--- config.mk ---
export PLATFORM = sky130hd
export DESIGN_NAME = fifo_ddr3_app_bridge
export DESIGN_NICKNAME = d
export VERILOG_FILES = /design/src/rtl/fifo_ddr3_app_bridge.sv
export SDC_FILE = /design/constraint.sdc
export NUM_CORES = 2
export LEC_CHECK = 0
export BUFFER_PORTS_ARGS = -buffer_cell sky130_fd_sc_hd__buf_4
export CAP_MARGIN = 20
export CORE_ASPECT_RATIO = 2
export CORE_MARGIN = 5
export CORE_UTILIZATION = 54
export DETAILED_ROUTE_END_ITERATION = 6
export PLACE_DENSITY = 0.84
export SLEW_MARGIN = 20
export SYNTH_ARGS = -nofsm -noshare
export SYNTH_HDL_FRONTEND = slang
export SYNTH_SLANG_ARGS = --single-unit
--- constraint.sdc ---
create_clock -name clk -period 16.4 [get_ports clk]
set_clock_uncertainty 0.15 [all_clocks]
set_input_delay 0.82 -clock clk [delete_from_list [all_inputs] [get_ports clk]]
set_output_delay 0.82 -clock clk [all_outputs]
set_load 0.01 [all_outputs]
--- src/rtl/fifo_ddr3_app_bridge.sv ---
// fifo_ddr3_app_bridge
// Buffers the line-granular fifo command stream and translates each command
// into Gowin DDR3 app-interface command / write-data handshakes. Read beats
// come back in order through a first-word-fall-through response FIFO whose
// free space is reserved before each read command is issued (credit rule).
// Optional feature: define FIFO_DDR3_WDT_EN to build the read watchdog that
// drives the sticky io_err_timeout flag.
//
// Handshake semantics on every valid/ready (en/rdy) pair: a transfer happens
// on a rising clk edge where both are high; while valid/en is high and
// ready/rdy is low the source holds its payload stable.
module fifo_ddr3_app_bridge #(
    parameter int CMD_DEPTH  = 4,
    parameter int RSP_DEPTH  = 8,
    parameter int WDT_CYCLES = 1024
) (
    input  logic         clk,
    input  logic         rstn,
    input  logic         io_fifo_cmd_valid,
    output logic         io_fifo_cmd_ready,
    input  logic         io_fifo_cmd_type,
    input  logic [26:0]  io_fifo_cmd_addr,
    input  logic [5:0]   io_fifo_cmd_burst_cnt,
    input  logic [127:0] io_fifo_cmd_wt_data,
    input  logic [15:0]  io_fifo_cmd_wt_mask,
    output logic         io_fifo_rsp_valid,
    input  logic         io_fifo_rsp_ready,
    output logic [127:0] io_fifo_rsp_data,
    input  logic         app_init_calib_complete,
    output logic         app_cmd_en,
    output logic [2:0]   app_cmd,
    output logic [27:0]  app_addr,
    input  logic         app_cmd_rdy,
    output logic         app_wdata_en,
    output logic         app_wdata_end,
    output logic [127:0] app_wdata,
    output logic [15:0]  app_wdata_mask,
    input  logic         app_wdata_rdy,
    input  logic         app_rdata_valid,
    input  logic         app_rdata_end,
    input  logic [127:0] app_rdata,
    output logic         io_err_timeout
);
    localparam int CA    = $clog2(CMD_DEPTH);
    localparam int RA    = $clog2(RSP_DEPTH);
    // Entry layout: {type, line_addr[22:0], burst_cnt[5:0], data[127:0], mask[15:0]}
    localparam int CMD_W = 1 + 23 + 6 + 128 + 16;
    localparam logic [RA+1:0] RSP_LIM = (RA+2)'(RSP_DEPTH);

    typedef enum logic [1:0] {S_CALIB, S_IDLE, S_WR, S_RD} state_t;

    // ---------------- command FIFO ----------------
    logic [CMD_W-1:0] cmd_mem_q [CMD_DEPTH];
    logic [CA:0]      cmd_wp_q, cmd_wp_d, cmd_rp_q, cmd_rp_d;
    logic             cmd_empty, cmd_full, cmd_push, cmd_pop;
    logic [CMD_W-1:0] cmd_head;

    assign cmd_empty = (cmd_wp_q == cmd_rp_q);
    assign cmd_full  = (cmd_wp_q[CA] != cmd_rp_q[CA]) &&
                       (cmd_wp_q[CA-1:0] == cmd_rp_q[CA-1:0]);
    // Ready depends only on full: a same-cycle pop never frees a slot early.
    assign io_fifo_cmd_ready = !cmd_full;
    assign cmd_push  = io_fifo_cmd_valid && !cmd_full;
    assign cmd_head  = cmd_mem_q[cmd_rp_q[CA-1:0]];

    // Command storage write port (contents need no reset; pointers define validity).
    always_ff @(posedge clk) begin
        if (cmd_push) begin
            cmd_mem_q[cmd_wp_q[CA-1:0]] <= {io_fifo_cmd_type, io_fifo_cmd_addr[26:4],
                                            io_fifo_cmd_burst_cnt, io_fifo_cmd_wt_data,
                                            io_fifo_cmd_wt_mask};
        end
    end

    // Command FIFO pointer update.
    always_comb begin
        cmd_wp_d = cmd_wp_q;
        cmd_rp_d = cmd_rp_q;
        if (cmd_push) cmd_wp_d = cmd_wp_q + 1'b1;
        if (cmd_pop)  cmd_rp_d = cmd_rp_q + 1'b1;
    end

    // ---------------- response FIFO (first-word fall-through) ----------------
    logic [127:0] rsp_mem_q [RSP_DEPTH];
    logic [RA:0]  rsp_wp_q, rsp_wp_d, rsp_rp_q, rsp_rp_d, rsp_count;
    logic         rsp_empty, rsp_full, rsp_push, rsp_pop;

    assign rsp_count = rsp_wp_q - rsp_rp_q;
    assign rsp_empty = (rsp_wp_q == rsp_rp_q);
    assign rsp_full  = (rsp_wp_q[RA] != rsp_rp_q[RA]) &&
                       (rsp_wp_q[RA-1:0] == rsp_rp_q[RA-1:0]);
    assign rsp_pop   = !rsp_empty && io_fifo_rsp_ready;
    // Credits keep the FIFO from filling; the guard only matters for stray
    // beats that arrive after a mid-burst reset.
    assign rsp_push  = app_rdata_valid && (!rsp_full || rsp_pop);
    assign io_fifo_rsp_valid = !rsp_empty;
    assign io_fifo_rsp_data  = rsp_empty ? '0 : rsp_mem_q[rsp_rp_q[RA-1:0]];

    // Response storage write port.
    always_ff @(posedge clk) begin
        if (rsp_push) rsp_mem_q[rsp_wp_q[RA-1:0]] <= app_rdata;
    end

    // Response FIFO pointer update.
    always_comb begin
        rsp_wp_d = rsp_wp_q;
        rsp_rp_d = rsp_rp_q;
        if (rsp_push) rsp_wp_d = rsp_wp_q + 1'b1;
        if (rsp_pop)  rsp_rp_d = rsp_rp_q + 1'b1;
    end

    // ---------------- command FSM and working registers ----------------
    state_t        state_q, state_d;
    logic [22:0]   line_q, line_d;
    logic [5:0]    beat_q, beat_d, burst_q, burst_d;
    logic [127:0]  wdata_q, wdata_d;
    logic [15:0]   wmask_q, wmask_d;
    logic          cmd_done_q, cmd_done_d, data_done_q, data_done_d;
    logic [RA:0]   outst_q, outst_d;
    logic          credit_ok, rd_issue;

    // Reserve response space for every beat in flight before issuing a read.
    assign credit_ok = (({1'b0, outst_q} + {1'b0, rsp_count}) < RSP_LIM);
    assign rd_issue  = (state_q == S_RD) && app_cmd_en && app_cmd_rdy;

    assign app_addr       = {2'b00, line_q, 3'b000};
    assign app_wdata      = wdata_q;
    assign app_wdata_mask = wmask_q;
    assign app_wdata_end  = app_wdata_en;

    // Next-state, working-register updates and app strobes.
    always_comb begin
        state_d      = state_q;
        line_d       = line_q;
        beat_d       = beat_q;
        burst_d      = burst_q;
        wdata_d      = wdata_q;
        wmask_d      = wmask_q;
        cmd_done_d   = cmd_done_q;
        data_done_d  = data_done_q;
        cmd_pop      = 1'b0;
        app_cmd_en   = 1'b0;
        app_wdata_en = 1'b0;
        app_cmd      = 3'b000;
        case (state_q)
            S_CALIB: begin
                if (app_init_calib_complete) state_d = S_IDLE;
            end
            S_IDLE: begin
                if (!app_init_calib_complete) begin
                    state_d = S_CALIB;
                end else if (!cmd_empty) begin
                    cmd_pop     = 1'b1;
                    line_d      = cmd_head[172:150];
                    burst_d     = cmd_head[149:144];
                    wdata_d     = cmd_head[143:16];
                    wmask_d     = cmd_head[15:0];
                    beat_d      = '0;
                    cmd_done_d  = 1'b0;
                    data_done_d = 1'b0;
                    state_d     = cmd_head[173] ? S_RD : S_WR;
                end
            end
            S_WR: begin
                // Command and data strobes retire independently.
                app_cmd_en   = !cmd_done_q;
                app_wdata_en = !data_done_q;
                cmd_done_d   = cmd_done_q  || (app_cmd_en && app_cmd_rdy);
                data_done_d  = data_done_q || (app_wdata_en && app_wdata_rdy);
                if (cmd_done_d && data_done_d) state_d = S_IDLE;
            end
            S_RD: begin
                app_cmd    = 3'b001;
                app_cmd_en = credit_ok;
                if (app_cmd_en && app_cmd_rdy) begin
                    line_d = line_q + 1'b1;
                    beat_d = beat_q + 1'b1;
                    if (beat_q == burst_q) state_d = S_IDLE;
                end
            end
            default: state_d = S_CALIB;
        endcase
    end

    // Outstanding read beats: issue and return in the same cycle cancel;
    // a return with nothing outstanding (post-reset stray) saturates at 0.
    always_comb begin
        outst_d = outst_q;
        if (rd_issue && !app_rdata_valid) begin
            outst_d = outst_q + 1'b1;
        end else if (!rd_issue && app_rdata_valid && (outst_q != '0)) begin
            outst_d = outst_q - 1'b1;
        end
    end

    // State and pointer registers.
    always_ff @(posedge clk or negedge rstn) begin
        if (!rstn) begin
            state_q     <= S_CALIB;
            cmd_wp_q    <= '0;
            cmd_rp_q    <= '0;
            rsp_wp_q    <= '0;
            rsp_rp_q    <= '0;
            line_q      <= '0;
            beat_q      <= '0;
            burst_q     <= '0;
            wdata_q     <= '0;
            wmask_q     <= '0;
            cmd_done_q  <= 1'b0;
            data_done_q <= 1'b0;
            outst_q     <= '0;
        end else begin
            state_q     <= state_d;
            cmd_wp_q    <= cmd_wp_d;
            cmd_rp_q    <= cmd_rp_d;
            rsp_wp_q    <= rsp_wp_d;
            rsp_rp_q    <= rsp_rp_d;
            line_q      <= line_d;
            beat_q      <= beat_d;
            burst_q     <= burst_d;
            wdata_q     <= wdata_d;
            wmask_q     <= wmask_d;
            cmd_done_q  <= cmd_done_d;
            data_done_q <= data_done_d;
            outst_q     <= outst_d;
        end
    end

`ifdef FIFO_DDR3_WDT_EN
    localparam int WW = $clog2(WDT_CYCLES) + 1;
    localparam logic [WW-1:0] WDT_LIM = WW'(WDT_CYCLES);

    logic [WW-1:0] wdt_q, wdt_d;
    logic          err_q, err_d;
    logic          unused_ok;

    assign unused_ok = &{1'b0, app_rdata_end, io_fifo_cmd_addr[3:0]};

    // Watchdog counts silent cycles while reads are outstanding; error is sticky.
    always_comb begin
        wdt_d = wdt_q;
        if ((outst_q == '0) || app_rdata_valid) begin
            wdt_d = '0;
        end else if (wdt_q != WDT_LIM) begin
            wdt_d = wdt_q + 1'b1;
        end
        err_d = err_q || (wdt_d == WDT_LIM);
    end

    // Watchdog registers.
    always_ff @(posedge clk or negedge rstn) begin
        if (!rstn) begin
            wdt_q <= '0;
            err_q <= 1'b0;
        end else begin
            wdt_q <= wdt_d;
            err_q <= err_d;
        end
    end

    assign io_err_timeout = err_q;
`else
    logic unused_ok;

    // Without the watchdog the limit parameter has no consumer.
    assign unused_ok = &{1'b0, app_rdata_end, io_fifo_cmd_addr[3:0], (WDT_CYCLES == 0)};
    assign io_err_timeout = 1'b0;
`endif

endmodule
# Word level (Yosys, flattened, before mapping)
# Memory sizes are Yosys's and may differ from the RTL's.
# Index checks and enable logic that the tools add are counted.
classes:
  add_sub_neg: 10
  order_cmp: 1
  n_eq_ne: 17
  mux: 33
  bitwise_logic: 1
  n_reduce_logical: 33
op_table:
  columns: ["op", "count"]
  rows:
  - ["128-bit two-way mux", 1]
  - ["23-bit two-way mux", 3]
  - ["23-bit case mux with 2 select lines", 1]
  - ["23-bit by 1-bit adder with 23-bit output, second input constant", 1]
  - ["6-bit two-way mux", 3]
  - ["1-bit logical AND", 14]
  - ["4-bit by 1-bit adder with 4-bit output, second input constant", 3]
  - ["1-bit two-way mux", 12]
  - ["2-bit two-way mux", 6]
  - ["6-bit case mux with 2 select lines", 1]
  - ["4-bit two-way mux", 2]
  - ["2-bit != test, second input constant", 4]
  - ["2-bit case mux with 4 select lines", 1]
  - ["1-bit logical NOT", 7]
  - ["3-bit by 1-bit adder with 3-bit output, second input constant", 2]
  - ["6-bit by 1-bit adder with 6-bit output, second input constant", 1]
  - ["3-bit equality test", 2]
  - ["6-bit equality test", 1]
  - ["1-bit case mux with 2 select lines", 3]
  - ["3-bit AND reduction", 2]
  - ["2-bit nonzero test", 3]
  - ["4-bit by 4-bit adder with 5-bit output", 1]
  - ["5-bit by 4-bit less-than comparator with 1-bit output, second input constant", 1]
  - ["5-bit AND reduction", 1]
  - ["other kinds (14)", 19]
totals:
  ff_bits: 201
  ram_bits: 1720
  input_bits: 315
  word_cells: 110
  n_memories: 2
mem_list:
  columns: ["memory", "words", "word_bits", "read_ports", "rd_clocked_by_memory_dff", "write_ports", "line_no", "rtl"]
  rows:
  - ["rsp_mem_q", 8, 128, 1, 0, 1, "84", "logic [127:0] rsp_mem_q [RSP_DEPTH];"]
  - ["cmd_mem_q", 4, 174, 1, 0, 1, "53", "logic [CMD_W-1:0] cmd_mem_q [CMD_DEPTH];"]

# Longest topological paths before layout
logic_depth:
  depth_word: 11
  mapped_depth: 18
  mapped_depth_nobuf: 16

# Worst setup path before layout
# OpenSTA, ideal clock, no wires.
synth_timing:
  path_type: "flip-flop to flip-flop"
  start: "register rsp_rp_q[1]"
  end: "memory rsp_mem_q[2][0], enable pin"
  setup_time_ps: 975
  t_arrival_ps: 14562
  path_slack_ps: 713
  path_stages_with_launch: 9
  path_buffers: 3
  period_less_slack_ps: 15687
  cell_sequence: "dfrtp_1 -> buf_2 -> buf_2 -> buf_2 -> inv_1 -> ha_1 -> nand3_1 -> o31ai_1 -> nor4b_1"
synth_between:
  elab_chain_cells: 7
  word_cells_on_any_way: 10
  cone_classes: "eq/ne (2); mux (2); reduce/logical (6)"
synth_lines:
  columns: ["element", "line_no", "rtl"]
  rows:
  - ["start: declaration", "85", "logic [RA:0] rsp_wp_q, rsp_wp_d, rsp_rp_q, rsp_rp_d, rsp_count;"]
  - ["start signal: assignment", "217", "rsp_rp_q <= rsp_rp_d;"]
  - ["4-bit equality test or 3-bit equality test (tied branches)", "89, 91", null]
  - ["1-bit logical NOT or 1-bit logical AND (tied branches)", "92, 90", null]
  - ["1-bit logical AND or 1-bit logical NOT (tied branches)", "92, 95", null]
  - ["1-bit logical OR *", "95", "assign rsp_push = app_rdata_valid && (!rsp_full || rsp_pop);"]
  - ["1-bit logical AND *", "95", null]
  - ["1-bit two-way mux *", "101", "if (rsp_push) rsp_mem_q[rsp_wp_q[RA-1:0]] <= app_rdata;"]
  - ["1-bit two-way mux (not written as such) *", "101", null]
  - ["end: declaration", "84", null]
# Mark *: on every way between the ends. The rest lies on a longest branch, timed or not.

# Worst setup path in the final report
layout_timing:
  start: "register rsp_rp_q[0]"
  end: "output port io_fifo_rsp_data[47]"
layout_between:
  elab_chain_cells: 2
  word_cells_on_any_way: 3
  cone_classes: "eq/ne (1); mux (1); memory (1)"
layout_lines:
  columns: ["element", "line_no", "rtl"]
  rows:
  - ["memory 8 x 128 bit or 4-bit equality test (tied branches)", null, null]
  - ["128-bit two-way mux *", "97", "assign io_fifo_rsp_data = rsp_empty ? '0 : rsp_mem_q[rsp_rp_q[RA-1:0]];"]
  - ["end: declaration", "28", "output logic [127:0] io_fifo_rsp_data,"]
# Marks and branches as above.

==> impl_metrics.env <==
export IMPL_initial_utilization_pct=54.3
export IMPL_critPathLaunchType="flip-flop"
export IMPL_drt_first_iter_violations=4544
export IMPL_cts_repair_timing_setup_buffer_count=0
export IMPL_yosys_top_cells_area="sky130_fd_sc_hd__edfxtp_1 71%, sky130_fd_sc_hd__mux4_2 13%, sky130_fd_sc_hd__dfrtp_1 6.9%"
export IMPL_sequential_element_share_of_the_synthesized_area_pct=78.0
export IMPL_clk_pin_slew_worst_paths_ns=0.07
export IMPL_critPathLaunch="rsp_rp_q[0]"
export IMPL_fraction_of_final_layout_cells_sized_beyond_drive_strength_1_pct=37.0
export IMPL_floorplan_die_height_um=529
export IMPL_crit_required_ns=15.43
export IMPL_timing_worst_setup_path_type="flip-flop to output port"
export IMPL_critical_path_most_common_cell="sky130_fd_sc_hd__buf_4"
export IMPL_power_leakage_nw=28.7
export IMPL_hp_class="input port to flip-flop"
export IMPL_cts_hold_buf=1
export IMPL_final_area_um2=84300
export IMPL_drt_pass1_iter_count=5
export IMPL_vias=37100
export IMPL_maxCapViolations=0
export IMPL_critical_path_depth=8
export IMPL_count_of_antenna_violating_nets_left_after_detailed_routing=0
export IMPL_number_of_global_route_vias_before_repair=38300
export IMPL_final_setup_viol_count=0
export IMPL_routed_via_density=6.30
export IMPL_regArea_um2=56700
export IMPL_cp_max_fo=53
export IMPL_period_minus_slack_ns=6.87
export IMPL_dpl_cell_area_um2=78900
export IMPL_reg2regPathDepth=9
export IMPL_track_usage_pct=24.7
export IMPL_area_delta_synth_final_pct=16.0
export IMPL_layout_filler_cells=8199
export IMPL_die_width_um=269
export IMPL_reg2reg_to="rsp_mem_q[3][32]"
export IMPL_number_of_clock_buffers_inserted_by_tritoncts=164
export IMPL_grt_pass1_wl_mm=263
export IMPL_synth_async_sr_flop_share_pct=10.5
export IMPL_globalplace_congestion=0.798
export IMPL_ctsResizeCount=0
export IMPL_maxSlewHeadroom_pct=27.2
export IMPL_utilization_pct=63.0
export IMPL_reg2reg_slack_ns=11.26
export IMPL_insertion_delay_ns=0.79
export IMPL_critical_path_top_delay_family="buffers and inverters"
export IMPL_detailed_place_hpwl_mm=101
export IMPL_total_buffers_and_inverters_traversed_by_the_critical_path=5
export IMPL_nNetsFinal=4344
export IMPL_syn_inst=3345
export IMPL_buffer_ports_inserted=610
export IMPL_fp_dieArea_um2=142000
export IMPL_synthFlopType="sky130_fd_sc_hd__edfxtp_1"
export IMPL_fin_tns_setup_ns=0
export IMPL_crit_path_max_incr_delay_ns=0.87
export IMPL_grt_overflow_total=0
export IMPL_critical_path_slowest_cell="sky130_fd_sc_hd__dfrtp_4"
export IMPL_core_region_area_um2=134000
export IMPL_multiInputGateArea_um2=14900
export IMPL_instances_no_fill=5892
export IMPL_yosysUniqueCellTypes=63
export IMPL_least_margin_pin_slew_ns=1.09
export IMPL_ir_drop_uv=182
export IMPL_num_io_pins=624
export IMPL_r2r_start="rsp_rp_q[2]"
export IMPL_arrival_ns=5.90
export IMPL_cts_tree="done"
export IMPL_maximum_number_of_pins_on_one_net_before_global_route_repair=95
export IMPL_outcome="complete, no violations"
export IMPL_yosys_warnings=0
export IMPL_total_number_of_h_tree_levels=4
export IMPL_final_hold_vios=0
export IMPL_period_share_pct=41.9
export IMPL_clock_sink_count=1921
export IMPL_row_count=190
export IMPL_ctsRootBufferMaster="sky130_fd_sc_hd__clkbuf_16"
export IMPL_placed_cells=5571
export IMPL_post_route_drc_count=0
export IMPL_fraction_of_synthesized_cell_area_taken_by_the_top_area_cell_type_pct=71.1
export IMPL_worstSetupEndpoint="io_fifo_rsp_data[47]"
export IMPL_power_density_nw_per_um2=193
export IMPL_syn_cell_area_um2=72700
export IMPL_synth_ff_latch_count=1921
export IMPL_unrepaired_setup_endpoints_after_global_routing="false"
export IMPL_netlist_top_cell_by_area="sky130_fd_sc_hd__edfxtp_1"
export IMPL_syn_mean_instance_area_um2=21.7
export IMPL_crit_chain="buf_6 -> buf_4 -> buf_4 -> buf_4 -> mux4_2 -> nand2_1 -> a21oi_1 -> buf_4"
export IMPL_max_clock_freq_ghz=0.145
export IMPL_clk_path_buf_depth=4
export IMPL_endpoint_kind_of_the_worst_setup_timing_path="output port"
export IMPL_grt_antenna_before_repair=42
export IMPL_postRouteWirelength_mm=179
export IMPL_synth_edf_count=1720
export IMPL_final_max_tran_viols=0
export IMPL_avgRoutedWirePerCell_um=30.4
==> cells in the mapped netlist (all sizes together), types with 9 or more instances <==
master	number
nand4	9
inv	14
mux4	430
buf	121
clkbuf	60
dfrtp	201
xnor2	21
nand2	294
o21ai	15
mux2	153
nand3	19
edfxtp	1720
a21oi	162
nor2	18
ha	17
o22ai	13
==> how the worst min path moves through the flow <==
stage	from	to	depth (start not counted)	slack, ns
finish	io_fifo_cmd_addr[4]	cmd_mem_q[0][150]	1	0.08
global route	io_fifo_cmd_wt_data[79]	cmd_mem_q[3][95]	1	0.04
CTS	io_fifo_cmd_wt_data[30]	cmd_mem_q[2][46]	1	0.02
detailed placement	rsp_wp_q[3]	rsp_wp_q[3]	1	0.33
global placement	app_wdata_mask[4]	app_wdata_mask[4]	2	0.32
floorplan	cmd_wp_q[2]	cmd_wp_q[2]	1	0.31
==> power by group <==
| part | total, mW | switching [mW] | internal, mW |
|---|---|---|---|
| Sequential | 6.97 | 0.519 | 6.45 |
| Clock | 3.93 | 1.74 | 2.19 |
| Combinational | 5.42 | 2.99 | 2.42 |
| Total | 16.3 | 5.25 | 11.1 |
==> cell families after synthesis <==
kind of cell / after synthesis / synth area share (%)
DFF: 1921 / 78.0
other: 1 / 0.00516
adders and majority gates: 19 / 0.348
AOI/OAI and AO/OA: 223 / 1.74
buffers and inverters: 195 / 1.63
muxes: 586 / 15.7
xor gates and xnor gates: 28 / 0.358
and+or+nand+nor: 372 / 2.20
==> layout by cell type (no fill, tap or decap), types with 9 or more instances in the layout <==
master,netlist,layout
sky130_fd_sc_hd__edfxtp_1,1720,1720
sky130_fd_sc_hd__buf_4,38,668
sky130_fd_sc_hd__mux4_2,430,430
sky130_fd_sc_hd__nand2_1,293,293
sky130_fd_sc_hd__dfrtp_1,201,196
sky130_fd_sc_hd__clkbuf_16,0,165
sky130_fd_sc_hd__a21oi_1,161,161
sky130_fd_sc_hd__mux2_2,151,151
sky130_fd_sc_hd__clkbuf_1,60,30
sky130_fd_sc_hd__diode_2,0,28
sky130_fd_sc_hd__clkinv_2,0,27
sky130_fd_sc_hd__xnor2_1,19,19
sky130_fd_sc_hd__clkinv_1,0,19
sky130_fd_sc_hd__bufinv_16,0,18
sky130_fd_sc_hd__nand3_1,17,17
sky130_fd_sc_hd__ha_1,17,17
sky130_fd_sc_hd__nor2_1,17,16
sky130_fd_sc_hd__inv_1,14,13
sky130_fd_sc_hd__o22ai_1,13,13
sky130_fd_sc_hd__o21ai_0,10,10
sky130_fd_sc_hd__clkbuf_8,0,10
sky130_fd_sc_hd__nand4_1,9,9
==> layout make-up <==
class | instances | share of cell area (%)
clock inverters | 87 | 1.17
well taps | 1728 | 2.56
diodes | 28 | 0.0831
repair buffers | 673 | 6.03
flip-flops and latches | 1921 | 67.2
inverters | 14 | 0.0653
clock buffers | 205 | 5.19
multi-input cells | 1236 | 17.7
==> metrics by stage <==
stage	total power [mW]	setup WS, ns	hold slack [ns]
CTS	16.4	8.95	0.0217
global route	17.0	8.79	0.0425
detailed placement	12.4	9.94	0.330
finish	16.3	9.53	0.0790
floorplan	10.4	0.713	0.312
global placement	12.2	9.87	0.319
==> worst reg2reg max path: stages (launching register included) <==
cell	delay, ns
sky130_fd_sc_hd__dfrtp_4	0.69
sky130_fd_sc_hd__inv_4	0.57
sky130_fd_sc_hd__ha_1	0.40
sky130_fd_sc_hd__nand3_1	0.11
sky130_fd_sc_hd__o31a_1	0.25
sky130_fd_sc_hd__nand2_1	0.19
sky130_fd_sc_hd__nor3b_2	0.21
sky130_fd_sc_hd__buf_4	0.60
sky130_fd_sc_hd__buf_4	0.73
sky130_fd_sc_hd__buf_4	0.81
==> flip-flops by register name (all words and copies together) (netlist names) <==
signal / flops
state_q: 2
cmd_rp_q: 3
app_wdata_mask: 16
rsp_wp_q: 4
rsp_rp_q: 4
data_done_q: 1
cmd_done_q: 1
cmd_mem_q: 696
line_q: 23
beat_q: 6
outst_q: 4
rsp_mem_q: 1024
burst_q: 6
app_wdata: 128
cmd_wp_q: 3
==> layer usage <==
layer / track usage [%] / share of wire, % / routed length, um
met1: 30.4 / 33 / 59200
met2: 41.6 / 50 / 89900
met3: 8.83 / 13 / 23100
met4: 7.89 / 3.8 / 6780
met5: 0 / 0.13 / 227
(Power assumes the default switching activity.)
